## src/rtl/timer_pkg.sv

```systemverilog
// Shared types and encodings for prescaled_event_timer and its sub-blocks.
package timer_pkg;

    typedef enum logic [1:0] {
        IDLE = 2'd0,
        RUN  = 2'd1,
        DONE = 2'd2
    } timer_state_t;

    localparam logic DIR_UP   = 1'b0;
    localparam logic DIR_DOWN = 1'b1;

endpackage

```

## src/rtl/timer_prescaler.sv

```systemverilog
// Prescaler for prescaled_event_timer: emits a tick every (i_div + 1) enabled cycles.
// i_clr has priority over i_en and returns the divider to 0.
module timer_prescaler #(
    parameter int unsigned PRE_W = 4
) (
    input  logic             i_clk,
    input  logic             i_rst,
    input  logic             i_en,
    input  logic             i_clr,
    input  logic [PRE_W-1:0] i_div,
    output logic             o_tick
);

    logic [PRE_W-1:0] r_cnt;

    // >= rather than == so a divisor lowered mid-run cannot strand the count above it
    assign o_tick = i_en && (r_cnt >= i_div);

    // Divider state: clear, then wrap to 0 on tick, else increment while enabled
    always_ff @(posedge i_clk or posedge i_rst) begin
        if (i_rst) begin
            r_cnt <= '0;
        end else if (i_clr) begin
            r_cnt <= '0;
        end else if (i_en) begin
            r_cnt <= o_tick ? '0 : r_cnt + PRE_W'(1);
        end
    end

endmodule

```

## src/rtl/prescaled_event_timer.sv

```systemverilog
// W-bit prescaled event timer: up/down, one-shot/periodic, synchronous load and a
// registered one-cycle terminal-count pulse. en_i is a global hold for every register.
// Optional capture unit (cap_i/cap_ack_i/cap_o/cap_ovr_o) is built when the macro
// TIMER_CAPTURE_EN is defined.
import timer_pkg::*;

module prescaled_event_timer #(
    parameter int unsigned W                = 10,
    parameter int unsigned PRE_W            = 4,
    parameter int unsigned ONE_SHOT_DEFAULT = 0
) (
    input  logic             CK,
    input  logic             RST,
    input  logic             en_i,
    input  logic             start_i,
    input  logic             stop_i,
    input  logic             load_i,
    input  logic [W-1:0]     load_val_i,
    input  logic [W-1:0]     period_i,
    input  logic [PRE_W-1:0] pre_div_i,
    input  logic             dir_i,
    input  logic             oneshot_i,
    output logic [W-1:0]     count_o,
    output logic             tc_o,
    output logic             running_o,
    output logic             done_o
`ifdef TIMER_CAPTURE_EN
    ,
    input  logic             cap_i,
    input  logic             cap_ack_i,
    output logic [W-1:0]     cap_o,
    output logic             cap_ovr_o
`endif
);

    // ONE_SHOT_DEFAULT only documents the intended tie-off of oneshot_i
    if (W < 2 || ONE_SHOT_DEFAULT > 1) begin : g_bad_cfg
        $error("prescaled_event_timer: W must be >= 2 and ONE_SHOT_DEFAULT 0 or 1");
    end

    timer_state_t r_state;
    timer_state_t w_state_nxt;
    logic [W-1:0] r_count;
    logic [W-1:0] w_count_nxt;
    logic         r_tc;
    logic         w_tc_nxt;
    logic         w_running;
    logic         w_tick;
    logic         w_begin;
    logic         w_advance;
    logic         w_terminal;

    assign w_running  = (r_state == RUN);
    // start from IDLE or DONE; a simultaneous stop cancels it
    assign w_begin    = !w_running && start_i && !stop_i;
    // a tick only moves the count when the run continues and no load overrides it
    assign w_advance  = w_running && !stop_i && w_tick && !load_i;
    assign w_terminal = (dir_i == DIR_DOWN) ? (r_count == '0) : (r_count == period_i);
    assign w_tc_nxt   = w_advance && w_terminal;

    timer_prescaler #(
        .PRE_W (PRE_W)
    ) u_prescaler (
        .i_clk  (CK),
        .i_rst  (RST),
        .i_en   (en_i && w_running),
        .i_clr  (en_i && (w_state_nxt != RUN)),
        .i_div  (pre_div_i),
        .o_tick (w_tick)
    );

    // Next-state decode; stop beats start everywhere
    always_comb begin
        w_state_nxt = r_state;
        unique case (r_state)
            IDLE, DONE: begin
                if (stop_i) begin
                    w_state_nxt = IDLE;
                end else if (start_i) begin
                    w_state_nxt = RUN;
                end
            end
            RUN: begin
                if (stop_i) begin
                    w_state_nxt = IDLE;
                end else if (w_advance && w_terminal && oneshot_i) begin
                    w_state_nxt = DONE;
                end
            end
            default: w_state_nxt = IDLE;
        endcase
    end

    // Count mux: load > start initialisation > tick update
    always_comb begin
        w_count_nxt = r_count;
        if (load_i) begin
            w_count_nxt = load_val_i;
        end else if (w_begin) begin
            w_count_nxt = (dir_i == DIR_DOWN) ? period_i : '0;
        end else if (w_advance) begin
            if (w_terminal) begin
                // one-shot keeps the terminal value; periodic restarts the sweep
                if (!oneshot_i) begin
                    w_count_nxt = (dir_i == DIR_DOWN) ? period_i : '0;
                end
            end else if (dir_i == DIR_DOWN) begin
                w_count_nxt = r_count - W'(1);
            end else begin
                w_count_nxt = r_count + W'(1);
            end
        end
    end

    // Core registers; the terminal pulse is dropped rather than held while en_i is low
    always_ff @(posedge CK or posedge RST) begin
        if (RST) begin
            r_state <= IDLE;
            r_count <= '0;
            r_tc    <= 1'b0;
        end else if (en_i) begin
            r_state <= w_state_nxt;
            r_count <= w_count_nxt;
            r_tc    <= w_tc_nxt;
        end else begin
            r_tc    <= 1'b0;
        end
    end

    assign count_o   = r_count;
    assign tc_o      = r_tc && en_i;
    assign running_o = (r_state == RUN);
    assign done_o    = (r_state == DONE);

`ifdef TIMER_CAPTURE_EN
    logic [W-1:0] r_cap;
    logic         r_cap_pend;
    logic         r_cap_ovr;

    // Capture snapshot plus pending/overrun flags; ack clears before a same-cycle capture
    always_ff @(posedge CK or posedge RST) begin
        if (RST) begin
            r_cap      <= '0;
            r_cap_pend <= 1'b0;
            r_cap_ovr  <= 1'b0;
        end else if (en_i) begin
            if (cap_i) begin
                r_cap <= r_count;
            end
            r_cap_pend <= cap_i || (r_cap_pend && !cap_ack_i);
            r_cap_ovr  <= (r_cap_ovr && !cap_ack_i) || (cap_i && r_cap_pend && !cap_ack_i);
        end
    end

    assign cap_o     = r_cap;
    assign cap_ovr_o = r_cap_ovr;
`endif

endmodule

```

## config.mk

```make
export PLATFORM = sky130hd
export DESIGN_NAME = prescaled_event_timer
export DESIGN_NICKNAME = d
export VERILOG_FILES = /design/src/rtl/timer_pkg.sv /design/src/rtl/timer_prescaler.sv /design/src/rtl/prescaled_event_timer.sv
export SDC_FILE = /design/constraint.sdc
export NUM_CORES = 1
export LEC_CHECK = 0
export ABC_CLOCK_PERIOD_IN_PS = 3200
export CORE_AREA = 2 2 63 65
export CTS_CLUSTER_SIZE = 16
export DETAILED_ROUTE_END_ITERATION = 8
export DIE_AREA = 0 0 65 67
export PLACE_DENSITY = 0.87
export SLEW_MARGIN = 20
export SYNTH_ARGS = -nofsm -noshare
export SYNTH_HDL_FRONTEND = slang
export SYNTH_SLANG_ARGS = --single-unit
```

## constraint.sdc

```tcl
create_clock -name CK -period 3.2 [get_ports CK]
set_clock_uncertainty 0.1 [all_clocks]
set_input_delay 0.96 -clock CK [delete_from_list [all_inputs] [get_ports CK]]
set_output_delay 0.96 -clock CK [all_outputs]
set_load 0.02 [all_outputs]
```

==> results.md <==
- Worst reg2reg path depth: 9
- Asr flop ratio synth: between 90% and 100%
- Full die area: around 0.0044 mm2
- Critical path, cell by cell: clkdlybuf4s50_1, ha_1, nand2b_4, a2111oi_4, nor3_2, a221oi_2, buf_4, nor2_2, a221oi_2
- Final setup viols: 0
- Area Growth Syn to Fin: 39.7%
- Worst setup path startpoint: pre_div_i[0]
- Vias: 1862
- Cts bufs inserted: 3
- Layout Cells excl Fill: about 320
- Post-synthesis cell type count: 58
- Total track usage: 24.9%
- Worst hold slack: about 0.42 ns
- Status: complete, no violations
- CTS clk-pin slew, worst paths: about 0.070 ns
- CP peak stage delay: between 0.4 and 0.5 ns
- Worst Path Required: approximately 3.3 ns
- CP max-delay cell: clkdlybuf4s50_1
- Fin Setup TNS: 0 ns
- Initial antenna violation count: 0
- CTS sink count: 17
- Hpwl dp: roughly 4.1 mm
- Via/cell ratio: 5.86
- Initial Util: around half
- R2r setup slk: 0.75 ns
- Power, Total: around 1.4 mW
- Max clock buf depth: 2
- DP Cell Count: approximately 310
- Post-Synthesis Cells: 203
- IO Pins: between 40 and 50
- Syn. warnings: 0
- CTS tree: built
- Syn avg cell area: between 8 and 9 um2
- Hold crit path type: flip-flop to flip-flop
- CTS H-tree depth: 1
- Post-synth top area share: between 20% and 30%
- FMAX: between 0.3 and 0.4 GHz
- Crit path DAT: about 3.2 ns
- Post-synthesis register bit count: 17
- Iter 0 DRT Violations: ~110
- Top cell type by total area after synthesis: dfrtp_1
- ANT nets after route: 0
- Average wire per standard cell: between 15 and 20 um
- WP buf/inv: 2
- Cts hold-fix bufs: 0
- Final Net Count: approximately 320
- WS Path Type: input port to flip-flop
- Main flop type after synthesis: dfrtp_1
- Number of port buffers: 44
- CP endpoint kind: flip-flop
- Gpl congestion: about 0.90
- Skew-Pair Late Insertion Delay: around 0.25 ns
- Die height: between 60 and 70 um
- P_leak: between 1 and 1.5 nW
- Share of cells above drive strength 1: between 10% and 20%
- Syn_nets: between 200 and 250
- Die W: around 65 um
- Actual slew at the worst max-slew pin: 0.682 ns
- Number of enable flip-flop cells after synthesis: 0
- CP Launch Type: input port
- RR Startpoint: u_prescaler.r_cnt[0]
- Fin. max-slew vios: 0
- CP Max Fanout: 10
- Vias in the first global route: ~1800
- RSZ-0062 raised after global routing: false
- Logic depth of the worst path, buffers included: 9
- Worst reg2reg endpoint: count_o[1]
- Gr ovfl total: 0
- Largest net degree at the start of global routing: 24
- # Max-Cap Violations: 0
- Crit-path most repeated cell: a221oi_2
- Routed wire length: 5.12 mm
- Site row count: 22
- Final hold violations: 0
- Post-CTS Setup Bufs: 0
- Drt pass-1 iters: 4
- Peak supply drop: roughly 0.00033 V
- Mapped cell area: ~0.0018 mm2
- Crit path capture: count_o[1]
- Residual DRC: 0
- Top delay family on crit path: compound AO/OA/AOI/OAI gates
- Core Region: around 0.0036 mm2
- Fin crit period: 3.09 ns
- Top cells by area, synth: dfrtp_1 (24%), ha_1 (9.1%), xor2_1 (6.4%), nor2b_1 (3.8%), xnor2_1 (3.4%)
- Pwr dens: 580 mW/mm2
- CTS root buffer: clkbuf_8
- Post-synthesis sequential area ratio: between 20% and 30%
- Slew headroom: a little over half
- Period utilization: between 90 and 100%
- Diodes inserted: 0
- First-pass GRT wire length: 8.32 mm
-- through the flow --
step | util, % | instance area, um2 | setup slack [ns]
final | 69.3 | 2500 | 0.108
after CTS | 69.2 | 2490 | 0.102
after detailed placement | 67.9 | 2450 | -0.168
after global routing | 69.3 | 2500 | 0.00908
after global placement | 67.9 | 2450 | -0.114
after floorplan | - | 1790 | 0.327
-- cell usage after synthesis, drive strengths merged, types with 3 or more instances --
cell type,n
xor2,13
buf,6
o21ai,6
nand2b,4
clkbuf,3
inv,12
nor2b,11
a221oi,3
nand3,5
nor2,9
a21o,3
or2,3
nor3,4
ha,13
a21oi,9
dfrtp,17
nand2,10
and2,3
o31ai,8
xnor2,7
a31oi,4
nor4,4
a211oi,7
and3,7
o21a,5
-- kinds of logic after synthesis --
logic type      count (synthesis)  synth area share [%]
flops                          17                  23.8
simple gates                   67                  22.2
compound gates                 62                  27.4
mux                             2                  1.40
xor+xnor                       20                  9.80
fa+ha+maj                      14                  10.2
buf+inv                        21                  5.25
-- worst min path at each step --
| stage | depth (start not counted) | from | end | slack [ns] |
|---|---|---|---|---|
| finish | 1 | r_state[1] | r_state[1] | 0.42 |
| global route | 1 | r_state[1] | r_state[1] | 0.47 |
| CTS | 1 | r_state[1] | r_state[1] | 0.42 |
| detailed placement | 1 | r_state[1] | r_state[1] | 0.41 |
| global placement | 1 | r_state[1] | r_state[1] | 0.39 |
| floorplan | 1 | r_state[1] | r_state[1] | 0.37 |
-- layer usage --
| layer | GRT usage (%) | vias to the layer above | part of all wire (%) |
|---|---|---|---|
| met5 | 0 | - | 0 |
| met4 | 7.45 | 0 | 1.9 |
| met3 | 4.05 | 13 | 6.5 |
| met2 | 46.4 | 86 | 51 |
| met1 | 29.0 | 879 | 41 |
| li1 | - | 884 | - |
-- power by group --
group / internal, mW / switching [mW] / total, mW
combinational: 0.477 / 0.440 / 0.917
clock: 0.0885 / 0.0757 / 0.164
sequential: 0.270 / 0.0981 / 0.368
total: 0.835 / 0.614 / 1.45
-- final cells by class --
| type | count | area [um2] |
|---|---|---|
| tap | 48 | 60.1 |
| inverter | 12 | 45.0 |
| timing repair buffer | 72 | 649 |
| fill | 298 | 1110 |
| clock buffer | 4 | 45.0 |
| multi-input combinational | 165 | 1270 |
| sequential | 17 | 425 |
-- state kept, by name, indices dropped and copies added (netlist names) --
register and cells:
count_o 10, r_state 2, r_tc 1, u_prescaler.r_cnt 4
-- what timing repair did --
item,4_1_cts,5_1_grt
endpoints found under the setup margin,1,2
gates resized for setup,1,1
pin swaps,0,0
-- cell usage in the layout, fill, tap and decap left out, types with 8 or more instances in the layout --
cell type | Yosys | routed
ha_1 | 13 | 13
inv_1 | 11 | 11
nor2_1 | 8 | 8
xor2_1 | 13 | 13
dfrtp_1 | 17 | 17
clkdlybuf4s50_1 | 0 | 43
nand2_1 | 10 | 10
buf_4 | 1 | 28
a21oi_1 | 9 | 9
nor2b_1 | 11 | 11
Note: power is estimated with default switching activity, not from simulation.
